File: src/rtl/spi_pkg.sv
// Shared constants for the SPI slave shift register: mode encodings,
// mode-bit positions and synchroniser depth.
package spi_pkg;
  localparam logic [1:0] MODE_0 = 2'b00;
  localparam logic [1:0] MODE_1 = 2'b01;
  localparam logic [1:0] MODE_2 = 2'b10;
  localparam logic [1:0] MODE_3 = 2'b11;
  localparam int CPOL_BIT = 1;
  localparam int CPHA_BIT = 0;
  localparam int SYNC_STAGES = 2;
endpackage

File: src/rtl/sync2.sv
// Flop-chain synchroniser for one asynchronous input.
// The reset value sets the level that the chain holds while the line is idle.
module sync2
  import spi_pkg::*;
#(
  parameter logic RST_VAL = 1'b0
) (
  input  logic i_clk,
  input  logic i_rst,
  input  logic i_d,
  output logic o_q
);
  logic [SYNC_STAGES-1:0] r_chain;

  always_ff @(posedge i_clk or posedge i_rst) begin
    if (i_rst) r_chain <= {SYNC_STAGES{RST_VAL}};
    else       r_chain <= {r_chain[SYNC_STAGES-2:0], i_d};
  end

  assign o_q = r_chain[SYNC_STAGES-1];
endmodule

File: src/rtl/spi_slave_sr.sv
// SPI slave shift register in the system clock domain, all four CPOL/CPHA modes.
// Pin-to-action latency is 3 clk; a one-word transmit holding register feeds the shifter.
module spi_slave_sr
  import spi_pkg::*;
#(
  parameter int WIDTH = 8
) (
  input  logic             clk,
  input  logic             rst,
  input  logic [1:0]       mode,
  input  logic             spi_clk,
  input  logic             spi_cs_n,
  input  logic             spi_mosi,
  output logic             spi_miso,
  output logic             spi_miso_oe,
  input  logic [WIDTH-1:0] tx_data,
  input  logic             tx_load,
  output logic             tx_pending,
  output logic             tx_underrun,
  output logic [WIDTH-1:0] rx_data,
  output logic             rx_valid
);
  localparam int CNT_W = $clog2(WIDTH);

  logic w_sclk_s, w_cs_s, w_mosi_s;

  sync2 #(.RST_VAL(1'b1)) u_sync_sclk (.i_clk(clk), .i_rst(rst), .i_d(spi_clk),  .o_q(w_sclk_s));
  sync2 #(.RST_VAL(1'b1)) u_sync_cs   (.i_clk(clk), .i_rst(rst), .i_d(spi_cs_n), .o_q(w_cs_s));
  sync2 #(.RST_VAL(1'b0)) u_sync_mosi (.i_clk(clk), .i_rst(rst), .i_d(spi_mosi), .o_q(w_mosi_s));

  logic             r_sclk_d, r_cs_d;
  logic [1:0]       r_mode_q;
  logic [CNT_W-1:0] r_bit_cnt;
  logic [WIDTH-1:0] r_rx_shift, r_rx_data, r_tx_shift, r_tx_hold;
  logic             r_rx_valid, r_tx_pending, r_tx_underrun;

  always_ff @(posedge clk or posedge rst) begin
    if (rst) begin
      r_sclk_d <= 1'b1;
      r_cs_d   <= 1'b1;
      r_mode_q <= MODE_0;
    end else begin
      r_sclk_d <= w_sclk_s;
      r_cs_d   <= w_cs_s;
      if (w_cs_s) r_mode_q <= mode;
    end
  end

  logic w_cpol, w_cpha, w_sclk_chg, w_lead, w_trail, w_sample, w_shift;
  logic w_cs_fall, w_cs_rise, w_last, w_tx_ld;
  logic [WIDTH-1:0] w_rx_next;

  assign w_cpol     = r_mode_q[CPOL_BIT];
  assign w_cpha     = r_mode_q[CPHA_BIT];
  assign w_sclk_chg = ~w_cs_s & (w_sclk_s ^ r_sclk_d);
  assign w_lead     = w_sclk_chg & (w_sclk_s != w_cpol);
  assign w_trail    = w_sclk_chg & (w_sclk_s == w_cpol);
  assign w_sample   = w_cpha ? w_trail : w_lead;
  assign w_shift    = w_cpha ? w_lead : w_trail;
  assign w_cs_fall  = ~w_cs_s & r_cs_d;
  assign w_cs_rise  = w_cs_s & ~r_cs_d;
  assign w_last     = (r_bit_cnt == CNT_W'(WIDTH - 1));
  assign w_rx_next  = {r_rx_shift[WIDTH-2:0], w_mosi_s};
  // CPHA=0 needs bit 0 on MISO before the first edge, so CS assertion is a load point too
  assign w_tx_ld    = (w_shift & (r_bit_cnt == '0)) | (~w_cpha & w_cs_fall);

  always_ff @(posedge clk or posedge rst) begin
    if (rst) begin
      r_bit_cnt  <= '0;
      r_rx_shift <= '0;
      r_rx_data  <= '0;
      r_rx_valid <= 1'b0;
    end else begin
      r_rx_valid <= 1'b0;
      if (w_cs_rise) begin
        r_bit_cnt  <= '0;
        r_rx_shift <= '0;
      end else if (w_sample) begin
        r_rx_shift <= w_rx_next;
        r_bit_cnt  <= w_last ? '0 : r_bit_cnt + CNT_W'(1);
        if (w_last) begin
          r_rx_data  <= w_rx_next;
          r_rx_valid <= 1'b1;
        end
      end
    end
  end

  always_ff @(posedge clk or posedge rst) begin
    if (rst) begin
      r_tx_shift    <= '0;
      r_tx_hold     <= '0;
      r_tx_pending  <= 1'b0;
      r_tx_underrun <= 1'b0;
    end else begin
      r_tx_underrun <= 1'b0;
      if (w_cs_rise) begin
        r_tx_shift <= '0;
      end else if (w_tx_ld) begin
        r_tx_shift    <= r_tx_pending ? r_tx_hold : '0;
        r_tx_underrun <= ~r_tx_pending;
      end else if (w_shift) begin
        r_tx_shift <= {r_tx_shift[WIDTH-2:0], 1'b0};
      end
      // a load coinciding with a consume keeps the new word pending
      if (tx_load) begin
        r_tx_hold    <= tx_data;
        r_tx_pending <= 1'b1;
      end else if (w_tx_ld) begin
        r_tx_pending <= 1'b0;
      end
    end
  end

  assign spi_miso    = r_tx_shift[WIDTH-1];
  assign spi_miso_oe = ~w_cs_s;
  assign tx_pending  = r_tx_pending;
  assign tx_underrun = r_tx_underrun;
  assign rx_data     = r_rx_data;
  assign rx_valid    = r_rx_valid;
endmodule
File: config.mk
export PLATFORM = sky130hd
export DESIGN_NAME = spi_slave_sr
export DESIGN_NICKNAME = d
export VERILOG_FILES = /design/src/rtl/spi_pkg.sv /design/src/rtl/sync2.sv /design/src/rtl/spi_slave_sr.sv
export SDC_FILE = /design/constraint.sdc
export NUM_CORES = 1
export LEC_CHECK = 0
export ABC_CLOCK_PERIOD_IN_PS = 1550
export BUFFER_PORTS_ARGS = -buffer_cell sky130_fd_sc_hd__buf_2
export CORE_ASPECT_RATIO = 1.1
export CORE_MARGIN = 2
export CORE_UTILIZATION = 53
export CTS_BUF_LIST = sky130_fd_sc_hd__clkbuf_8
export CTS_CLUSTER_DIAMETER = 150
export DETAILED_ROUTE_END_ITERATION = 10
export GPL_ROUTABILITY_DRIVEN = 1
export PLACE_DENSITY = 0.78
export SLEW_MARGIN = 10
export SYNTH_ARGS = -nofsm -noshare
export SYNTH_HDL_FRONTEND = slang
export SYNTH_SLANG_ARGS = --single-unit
File: constraint.sdc
create_clock -name clk -period 1.55 [get_ports clk]
set_input_delay 0.0775 -clock clk [delete_from_list [all_inputs] [get_ports clk]]
set_output_delay 0.0775 -clock clk [all_outputs]
set_load 0.01 [all_outputs]
==> impl_metrics.env, run 1 <==
export IMPL_globalplace_congestion=0.777
export IMPL_grt_overflow_total=0
export IMPL_yosysWarnings=0
export IMPL_tritoncts_num_buffers=5
export IMPL_antennaDiodeCount=0
export IMPL_postRouteWirelength_mm=3.62
export IMPL_design_final_nets=231
export IMPL_grt_first_pass_wirelength_mm=6.22
export IMPL_slew_viol_final=0
export IMPL_leakage_uw=0.00121
export IMPL_timing_final_setup_violations=21
export IMPL_power_density_mw_per_mm2=1090
export IMPL_p_switching_uw=741
export IMPL_drt_drc_violations_left=0
export IMPL_first_global_vias=1401
export IMPL_drv_max_cap_violation_count=0
export IMPL_path_delay_family="multiplexers"
export IMPL_finClkSkew_ns=0.0133
export IMPL_critical_path_slowest_cell="sky130_fd_sc_hd__dfrtp_1"
export IMPL_place_detailed_hpwl_mm=2.55
export IMPL_start_util_pct=54.8
export IMPL_cp_cell_sequence="xor2_2 > mux2i_4 > nor3_4 > buf_12 > mux2_2"
export IMPL_num_io_pins=29
export IMPL_syn2layout_area_growth_pct=30.4
export IMPL_period_minus_slack_ns=1.63
export IMPL_post_synthesis_cell_area_mm2=0.00199
export IMPL_yosys_cell_types_count=25
export IMPL_synth_common_cells="sky130_fd_sc_hd__dfrtp_1 (41), sky130_fd_sc_hd__mux2_2 (19), sky130_fd_sc_hd__mux2i_1 (16), sky130_fd_sc_hd__nand2_1 (12), sky130_fd_sc_hd__o21ai_0 (9)"
export IMPL_cellInternalPower_uw=2090
export IMPL_part_of_the_power_in_the_clock_network_pct=32.1
export IMPL_detail_route_iter0_violations=49
export IMPL_buf_inv_on_cp=1
export IMPL_critical_path_peak_fanout=9
export IMPL_ys_seq_area_share_pct=59.6
export IMPL_report_final_hold_viol_count=0
export IMPL_tritoncts="built"
export IMPL_wl_per_cell_um=13.8
export IMPL_timing_critical_path_from_type="flop"
export IMPL_htree_num_levels=2
export IMPL_clock_insertion_delay_worst_skew_ns=0.31
export IMPL_violations="setup timing"
export IMPL_tritoncts_num_sinks=47
export IMPL_maximum_number_of_pins_on_one_net_before_global_route_repair=28
export IMPL_via_per_inst=5.15
export IMPL_fmax_mhz=615
export IMPL_least_margin_pin_slew_ns=0.439
export IMPL_cell_at_the_root_of_the_clock_tree="sky130_fd_sc_hd__clkbuf_8"
export IMPL_clock_tree_buffer_depth=2
export IMPL_total_number_of_vias=1354
export IMPL_synth_enable_flop_cells=0
export IMPL_placeableCoreArea_mm2=0.00363
export IMPL_timing_setup_tns_ns=-0.949
export IMPL_netlist_instances=158
export IMPL_period_share_pct=105
export IMPL_die_height_um=68.2
export IMPL_synth_top_area_share_pct=51.6
export IMPL_groute_usage_overall_pct=19.2
export IMPL_maximum_single_stage_delay_on_the_critical_path_ns=0.42
export IMPL_grt_setup_unrepaired="true"
export IMPL_final_fill_count=271
export IMPL_core_rowCount=23
export IMPL_ant_nets=0
export IMPL_critical_path_class="reg2reg"
export IMPL_pre_cts_slack_ns=-0.120
export IMPL_asyncSetResetFlopFracSynth_pct=100
export IMPL_die_w_um=62.4
export IMPL_final_cells=263
export IMPL_ys_ff_latch=47
export IMPL_maxSlewHeadroom_pct=70.6
export IMPL_die_area_mm2=0.00426
export IMPL_seq_power_share_pct=49.9
export IMPL_drt_pass1_iterations=4
export IMPL_synth_main_ff_cell="sky130_fd_sc_hd__dfrtp_1"
export IMPL_switching_portion_of_total_power_pct=26.2
export IMPL_syn_mean_instance_area_um2=12.6
export IMPL_post_place_cells=242
export IMPL_cp_data_required_time_ns=1.74
export IMPL_yosys_cell_count_top_type="sky130_fd_sc_hd__dfrtp_1"
export IMPL_synth_top_cells_by_area="sky130_fd_sc_hd__dfrtp_1 (52%), sky130_fd_sc_hd__mux2_2 (11%), sky130_fd_sc_hd__mux2i_1 (8.1%), sky130_fd_sc_hd__dfstp_2 (7.9%), sky130_fd_sc_hd__and2_1 (2.5%)"
export IMPL_cp_data_arrival_time_ns=1.82
export IMPL_timing_critical_path_to_type="flop"
export IMPL_portBuffers=28
export IMPL_outcome="complete, but fails checks"
export IMPL_share_of_final_layout_standard_cells_stronger_than_drive_strength_1_pct=43.2
export IMPL_clk_pin_slew_worst_paths_ns=0.08
export IMPL_p_comb_share_pct=18.0
export IMPL_postLayoutSetupSlackWorst_ns=-0.0769
export IMPL_syn_nets=177
export IMPL_number_of_antenna_violations_at_the_first_check_in_global_routing=0
export IMPL_peakVddDrop_mv=0.787
export IMPL_worstHoldPathType="in2reg"
export IMPL_synth_area_leader_cell="sky130_fd_sc_hd__dfrtp_1"
## per-stage QoR
step                hold slack (ns)  util [%]  cell area (µm²)  total power, µW
floorplan                    0.0820         -             2010             1730
detailed placement            0.126      63.6             2300             1870
CTS                         0.00126      69.6             2520             2820
global route                0.00617      71.4             2590             2970
finish                      0.00741      71.4             2590             2830
global placement              0.116      63.6             2300             1840
## worst register-to-register path: cells and delay by family (launching register included)
family,cells,cell delay (ns)
AND/OR/NAND/NOR,1,0.06
multiplexers,2,0.60
buffers and inverters,1,0.14
flip-flops,1,0.42
XOR/XNOR,1,0.30
## area by class of cell
class                      instances  area (µm²)  share of cell area (%)
clock buffer                       5        68.8                    2.66
clock inverter                     3        46.3                    1.79
tap                               50        62.6                    2.42
inverter                           6        22.5                   0.870
timing repair buffer              51         365                    14.1
sequential                        47        1180                    45.7
multi-input combinational        101         841                    32.5
## path summary, 6_finish.rpt
check                                  startpoint                      to  slack (ns)  cells after the start
setup / recovery                      r_mode_q[0]              rx_data[2]       -0.08                      5
hold / removal                            mode[1]             r_mode_q[1]       0.007                      2
setup reg to reg                      r_mode_q[0]              rx_data[2]       -0.08                      5
hold reg to reg            u_sync_sclk.r_chain[0]  u_sync_sclk.r_chain[1]        0.36                      0
max in group asynchronous                     rst    u_sync_cs.r_chain[0]        0.89                      4
min in group asynchronous                     rst              rx_data[6]        0.33                      4
## what timing repair did
item                       4_1_cts  5_1_grt
hold buffers                     8        0
gates resized for setup          3       15
setup buffers                    3        2
pin swaps                        1        8
cloned                           0        1
hold endpoints to repair        48        0
setup endpoints to repair       21       28
## power groups by stage
| stage | Combinational, µW | Sequential (µW) | Clock [µW] |
|---|---|---|---|
| floorplan | 305 | 1420 | 0 |
| global route | 564 | 1430 | 981 |
| CTS | 477 | 1410 | 928 |
| detailed placement | 440 | 1430 | 0 |
| finish | 510 | 1410 | 909 |
| global placement | 415 | 1430 | 0 |
## sequential cells by signal, summed over array words and instances (netlist names)
| register | cells |
|---|---|
| r_bit_cnt | 3 |
| r_cs_d | 1 |
| r_mode_q | 2 |
| r_rx_shift | 7 |
| r_sclk_d | 1 |
| r_tx_hold | 8 |
| r_tx_shift | 8 |
| rx_data | 8 |
| rx_valid | 1 |
| tx_pending | 1 |
| tx_underrun | 1 |
| u_sync_cs.r_chain | 2 |
| u_sync_mosi.r_chain | 2 |
| u_sync_sclk.r_chain | 2 |
## kinds of logic after synthesis
| kind of cell | Yosys count | share of synthesized area, % |
|---|---|---|
| AO/OA/AOI/OAI | 20 | 5.92 |
| AND/OR/NAND/NOR | 41 | 10.8 |
| adder cells (fa/ha/maj) | 3 | 1.89 |
| XOR/XNOR | 1 | 0.819 |
| buffers and inverters | 11 | 2.14 |
| flip-flops | 47 | 59.6 |
| multiplexers | 35 | 18.8 |
## cells in the final DEF, fill, tap and decap left out, types with 2 or more instances in the layout
master	instances
sky130_fd_sc_hd__a21oi_1	5
sky130_fd_sc_hd__a21oi_2	2
sky130_fd_sc_hd__and2_1	8
sky130_fd_sc_hd__buf_12	2
sky130_fd_sc_hd__buf_2	28
sky130_fd_sc_hd__buf_4	11
sky130_fd_sc_hd__buf_6	2
sky130_fd_sc_hd__clkbuf_8	5
sky130_fd_sc_hd__dfrtp_1	41
sky130_fd_sc_hd__dfstp_2	6
sky130_fd_sc_hd__dlygate4sd3_1	8
sky130_fd_sc_hd__ha_1	3
sky130_fd_sc_hd__inv_1	5
sky130_fd_sc_hd__mux2_2	18
sky130_fd_sc_hd__mux2_4	2
sky130_fd_sc_hd__mux2i_1	15
sky130_fd_sc_hd__nand2_1	12
sky130_fd_sc_hd__nand2b_1	2
sky130_fd_sc_hd__nand3_1	4
sky130_fd_sc_hd__nand3_2	4
sky130_fd_sc_hd__nand4_1	2
sky130_fd_sc_hd__nor2_1	4
sky130_fd_sc_hd__nor2b_4	2
sky130_fd_sc_hd__o21ai_0	3
sky130_fd_sc_hd__o21ai_1	4
sky130_fd_sc_hd__o21ai_2	2
## routing by layer
layer  wire length [µm]  vias up  GRT usage [%]
met3                159        8           5.59
met4                 65        0           8.33
li1                   -      655              -
met2               1900       33           34.5
met1               1500      658           21.8
met5                  0        -              0
(Power assumes the default switching activity.)
==> run 2, diff against run 1 <==
CELL_PAD_IN_SITES_DETAIL_PLACEMENT = 2   (was default)
CELL_PAD_IN_SITES_GLOBAL_PLACEMENT = 2   (was default)
CORE_UTILIZATION = 36   (was 53)
PLACE_DENSITY = default   (was 0.78)
PLACE_DENSITY_LB_ADDON = 0.1   (was default)
==> impl_metrics.env, run 2 (synthesis gave the netlist of run 1 again) <==
export IMPL_outcome="complete, but fails checks"
export IMPL_violations="setup timing"
export IMPL_final_fill_count=544
export IMPL_die_height_um=81.9
export IMPL_grt_first_pass_wirelength_mm=8.25
export IMPL_grt_overflow_total=0
export IMPL_period_minus_slack_ns=1.65
export IMPL_cp_data_required_time_ns=1.73
export IMPL_period_share_pct=106
export IMPL_groute_usage_overall_pct=18.2
export IMPL_cell_at_the_root_of_the_clock_tree="sky130_fd_sc_hd__clkbuf_8"
export IMPL_placeableCoreArea_mm2=0.00536
export IMPL_least_margin_pin_slew_ns=0.488
export IMPL_via_per_inst=4.96
export IMPL_clock_tree_buffer_depth=2
export IMPL_post_layout_total_power_uw=2950
export IMPL_syn2layout_area_growth_pct=37.0
export IMPL_postRouteWirelength_mm=5.11
export IMPL_drv_max_cap_violation_count=0
export IMPL_pre_cts_slack_ns=-0.264
export IMPL_cp_cell_sequence="xor2_4 > mux2i_4 > nor3_4 > buf_12 > mux2_2"
export IMPL_slew_viol_final=0
export IMPL_layout_cell_area_non_filler_mm2=0.00272
export IMPL_timing_critical_path_to_type="flop"
export IMPL_die_area_mm2=0.00613
export IMPL_maximum_number_of_pins_on_one_net_before_global_route_repair=28
export IMPL_finClkSkew_ns=0.00779
export IMPL_tritoncts_num_buffers=5
export IMPL_tritoncts="built"
export IMPL_worstHoldPathType="in2reg"
export IMPL_clock_insertion_delay_worst_skew_ns=0.30
export IMPL_antennaDiodeCount=0
export IMPL_ant_nets=0
export IMPL_num_io_pins=29
export IMPL_most_common_library_cell_in_the_layout_ignoring_fill_and_taps="sky130_fd_sc_hd__dfrtp_1"
export IMPL_maximum_single_stage_delay_on_the_critical_path_ns=0.45
export IMPL_globalplace_congestion=0.678
export IMPL_timing_setup_tns_ns=-1.22
export IMPL_drt_pass1_iterations=3
export IMPL_total_number_of_vias=1437
export IMPL_grt_setup_unrepaired="true"
export IMPL_maxSlewHeadroom_pct=67.4
export IMPL_detail_route_iter0_violations=34
export IMPL_portBuffers=28
export IMPL_share_of_final_layout_standard_cells_stronger_than_drive_strength_1_pct=48.8
export IMPL_worst_hold_startpoint="tx_data[3]"
export IMPL_critical_path_class="reg2reg"
export IMPL_crit_reg2reg_launch="r_mode_q[0]"
export IMPL_mostFrequentLayoutCells="sky130_fd_sc_hd__dfrtp_1 (40), sky130_fd_sc_hd__buf_2 (28), sky130_fd_sc_hd__mux2_2 (18)"
export IMPL_start_util_pct=37.1
export IMPL_core_rowCount=28
export IMPL_tritoncts_num_sinks=47
export IMPL_report_final_hold_viol_count=0
export IMPL_critical_path_slowest_cell="sky130_fd_sc_hd__dfrtp_2"
export IMPL_number_of_antenna_violations_at_the_first_check_in_global_routing=0
export IMPL_postLayoutSetupSlackWorst_ns=-0.0957
export IMPL_wl_per_cell_um=17.6
export IMPL_final_cells=290
export IMPL_critical_path_peak_fanout=9
export IMPL_post_place_cells=267
export IMPL_peakVddDrop_mv=0.646
export IMPL_first_global_vias=1623
export IMPL_die_w_um=74.8
export IMPL_place_detailed_hpwl_mm=3.39
export IMPL_htree_num_levels=2
export IMPL_leakage_uw=0.00124
export IMPL_timing_final_setup_violations=27
export IMPL_clk_pin_slew_worst_paths_ns=0.09
export IMPL_power_density_mw_per_mm2=1080
export IMPL_placed_cell_area_mm2=0.00234
export IMPL_cp_data_arrival_time_ns=1.83
export IMPL_timing_critical_path_from_type="flop"
export IMPL_fmax_mhz=608
export IMPL_design_final_nets=233
export IMPL_drt_drc_violations_left=0
export IMPL_setup_worst_path_start="r_mode_q[0]"
==> run 2: changes by cell type in the layout (fill, tap and decap cells not counted), moves of 3 or more <==
cell                      change
sky130_fd_sc_hd__o21ai_1      -3
sky130_fd_sc_hd__nand3_1      +4
sky130_fd_sc_hd__buf_6        +3
sky130_fd_sc_hd__a21oi_1      -3
sky130_fd_sc_hd__nand3_2      -4
==> run 2: final cells by class <==
type	count	area [µm²]	share of cell area, %
sequential	47	1180	43.5
clock buffer	5	68.8	2.53
inverter	6	22.5	0.827
multi-input combinational	101	907	33.3
timing repair buffer	53	399	14.7
clock inverter	3	46.3	1.70
tap	75	93.8	3.45
==> run 2: power by group <==
| part | switching (µW) | internal, µW |
|---|---|---|
| clock | 422 | 486 |
| sequential | 87.7 | 1340 |
| combinational | 294 | 315 |
==> run 2: path summary, 6_finish.rpt <==
path                                         to  cells past startpoint  slack [ns]
setup / recovery                     rx_data[4]                      5        -0.1
hold / removal                     r_tx_hold[3]                      2        0.01
setup reg to reg                     rx_data[4]                      5        -0.1
hold reg to reg            u_sync_cs.r_chain[1]                      0        0.36
max in group asynchronous                r_cs_d                      4        0.63
min in group asynchronous              rx_valid                      3        0.35
==> run 2: repair_timing <==
action,CTS,global route
hold buffers,6,0
setup endpoints to repair,28,29
resized for setup,22,14
hold endpoints to repair,20,0
gates cloned,2,0
pin swaps,8,6
buffers inserted,5,3
==> run 2: worst max-delay path, delay by kind of cell, from the launching register on <==
kind / cells / cell delay, ns
xor gates and xnor gates: 1 / 0.21
buffers and inverters: 1 / 0.15
DFF: 1 / 0.45
muxes: 2 / 0.56
and+or+nand+nor: 1 / 0.17
==> run 2: metal layers <==
metal  vias to the layer above  global-route usage [%]  share of wire [%]
met5                         -                       0                  0
met4                         0                    5.89                1.1
met3                         8                    3.56                2.4
met2                        26                    33.4                 57
met1                       745                    21.0                 40
li1                        658                       -                  -
==> run 2: metrics by stage <==
stage	utilization, %	hold WS [ns]
global route	50.8	0.00352
CTS	49.7	0.00119
finish	50.8	0.0117
detailed placement	43.6	0.123
floorplan	-	0.0820
global placement	43.6	0.109
==> run 3, diff against run 2 <==
BUFFER_PORTS_ARGS = default   (was -buffer_cell sky130_fd_sc_hd__buf_2)
CORE_UTILIZATION = 40   (was 36)
DONT_BUFFER_PORTS = 1   (was default)
PLACE_DENSITY_LB_ADDON = 0.15   (was 0.1)
==> impl_metrics.env, run 3 (synthesis gave the netlist of run 1 again) <==
export IMPL_least_margin_pin_slew_ns=0.479
export IMPL_tritoncts_num_buffers=5
export IMPL_grt_overflow_total=0
export IMPL_grt_setup_unrepaired="true"
export IMPL_groute_usage_overall_pct=22.1
export IMPL_mostFrequentLayoutCells="sky130_fd_sc_hd__dfrtp_1 (39), sky130_fd_sc_hd__dlygate4sd3_1 (23), sky130_fd_sc_hd__mux2_2 (19)"
export IMPL_timing_critical_path_from_type="flop"
export IMPL_clock_tree_buffer_depth=2
export IMPL_cp_cell_sequence="nor2b_4 > mux2i_2 > a21oi_2 > buf_12 > mux2i_1"
export IMPL_share_of_final_layout_standard_cells_stronger_than_drive_strength_1_pct=32.7
export IMPL_finClkSkew_ns=0.00901
export IMPL_routing_layer_with_the_top_usage_in_global_route="met2"
export IMPL_grtUsageMet2_pct=38.3
export IMPL_antennaDiodeCount=0
export IMPL_rr_endpoint="r_tx_shift[1]"
export IMPL_number_of_antenna_violations_at_the_first_check_in_global_routing=0
export IMPL_gr_usage_met1_pct=24.0
export IMPL_clock_insertion_delay_worst_skew_ns=0.32
export IMPL_reg2reg_slack_ns=-0.10
export IMPL_pre_cts_slack_ns=-0.122
export IMPL_drv_max_cap_violation_count=0
export IMPL_reg2reg_depth=5
export IMPL_wl_per_cell_um=22.1
export IMPL_period_share_pct=107
export IMPL_drt_drc_violations_left=0
export IMPL_ant_nets=0
export IMPL_grt_use_met3_pct=5.58
export IMPL_leakage_uw=0.00114
export IMPL_clk_pin_slew_worst_paths_ns=0.10
export IMPL_power_density_mw_per_mm2=1090
export IMPL_postRouteWirelength_mm=5.64
export IMPL_place_detailed_hpwl_mm=2.98
export IMPL_num_io_pins=29
export IMPL_timing_final_setup_violations=20
export IMPL_via_per_inst=5.36
export IMPL_critical_path_peak_fanout=9
export IMPL_post_layout_total_power_uw=2850
export IMPL_crit_reg2reg_launch="r_sclk_d"
export IMPL_htree_num_levels=2
export IMPL_tritoncts_num_sinks=47
export IMPL_most_common_library_cell_in_the_layout_ignoring_fill_and_taps="sky130_fd_sc_hd__dfrtp_1"
export IMPL_maxSlewHeadroom_pct=68.1
export IMPL_peakVddDrop_mv=0.901
export IMPL_report_final_hold_viol_count=0
export IMPL_slew_viol_final=0
export IMPL_total_number_of_vias=1366
export IMPL_critical_path_class="reg2reg"
export IMPL_worstHoldPathType="in2async"
export IMPL_globalplace_congestion=0.728
export IMPL_maximum_number_of_pins_on_one_net_before_global_route_repair=30
export IMPL_placeableCoreArea_mm2=0.00472
export IMPL_cp_data_required_time_ns=1.78
export IMPL_die_area_mm2=0.00555
export IMPL_die_w_um=71.2
export IMPL_tritoncts="built"
export IMPL_detail_route_iter0_violations=71
export IMPL_violations="setup timing"
export IMPL_portBuffers=0
export IMPL_fmax_mhz=605
export IMPL_drt_pass1_iterations=4
export IMPL_first_global_vias=1633
export IMPL_postLayoutSetupSlackWorst_ns=-0.102
export IMPL_core_rowCount=26
export IMPL_critical_path_slowest_cell="sky130_fd_sc_hd__dfstp_2"
export IMPL_design_final_nets=217
export IMPL_period_minus_slack_ns=1.65
export IMPL_start_util_pct=42.1
export IMPL_final_fill_count=424
export IMPL_cp_data_arrival_time_ns=1.88
export IMPL_syn2layout_area_growth_pct=30.9
export IMPL_die_height_um=77.9
export IMPL_outcome="complete, but fails checks"
export IMPL_cell_at_the_root_of_the_clock_tree="sky130_fd_sc_hd__clkbuf_8"
export IMPL_timing_critical_path_to_type="flop"
export IMPL_maximum_single_stage_delay_on_the_critical_path_ns=0.57
export IMPL_grt_first_pass_wirelength_mm=8.98
## run 3: what timing repair did
action / in CTS / in global routing
buffers inserted: 2 / 0
setup endpoints to repair: 23 / 28
resized for setup: 4 / 13
pin swaps: 1 / 2
endpoints found under the hold margin: 60 / 0
hold buffers: 23 / 0
gates cloned: 1 / 0
## run 3: cell type report
cell class,instances,area [µm²],area share [%]
sequential,47,1190,45.6
multi-input combinational,100,842,32.4
timing repair buffer,38,380,14.6
clock buffer,6,82.6,3.18
tap,56,70.1,2.69
inverter,6,22.5,0.866
clock inverter,2,16.3,0.626
## run 3: per-stage QoR
| step | util (%) | hold slack, ns | cells | area [µm²] | setup TNS (ns) |
|---|---|---|---|---|---|
| 6_report | 55.1 | 0.214 | 255 | 2600 | -1.10 |
| 3_5_place_dp | 46.5 | -0.0205 | 221 | 2190 | -1.50 |
| 5_1_grt | 55.1 | 0.263 | 255 | 2600 | -2.80 |
| 2_1_floorplan | - | 0.0820 | 158 | 2010 | -0.974 |
| 4_1_cts | 54.1 | 0.215 | 255 | 2550 | -1.06 |
| 3_3_place_gp | 46.5 | -0.0302 | 221 | 2190 | -0.709 |
## run 3: report_power, final
group	switching [µW]	leakage (µW)	internal (µW)
logic	287	0.000496	294
registers	105	0.000594	1340
clock network	454	0.0000474	365
total	846	0.00114	2000
## run 3: routing by layer
metal	share of wire [%]	routed length, µm	vias up
li1	-	-	619
met1	41	2320	698
met2	52	2940	37
met3	3.2	182	12
met4	3.4	192	0
met5	0	0	-
## run 3: how the worst max path moves through the flow
| stage | end | startpoint | slack [ns] |
|---|---|---|---|
| after detailed placement | rx_data[0] | r_mode_q[1] | -0.12 |
| after global placement | rx_data[5] | r_mode_q[1] | -0.09 |
| after CTS | rx_data[3] | r_mode_q[1] | -0.09 |
| after global routing | r_tx_shift[1] | r_mode_q[1] | -0.16 |
| after floorplan | rx_data[0] | r_mode_q[1] | -0.12 |
| final | r_tx_shift[1] | r_sclk_d | -0.10 |
## run 3: worst max-delay path, delay by kind of cell (launching register included)
kind | cells | cell delay, ns
flip-flops | 1 | 0.57
multiplexers | 2 | 0.36
AO/OA/AOI/OAI | 1 | 0.24
AND/OR/NAND/NOR | 1 | 0.21
buffers and inverters | 1 | 0.18
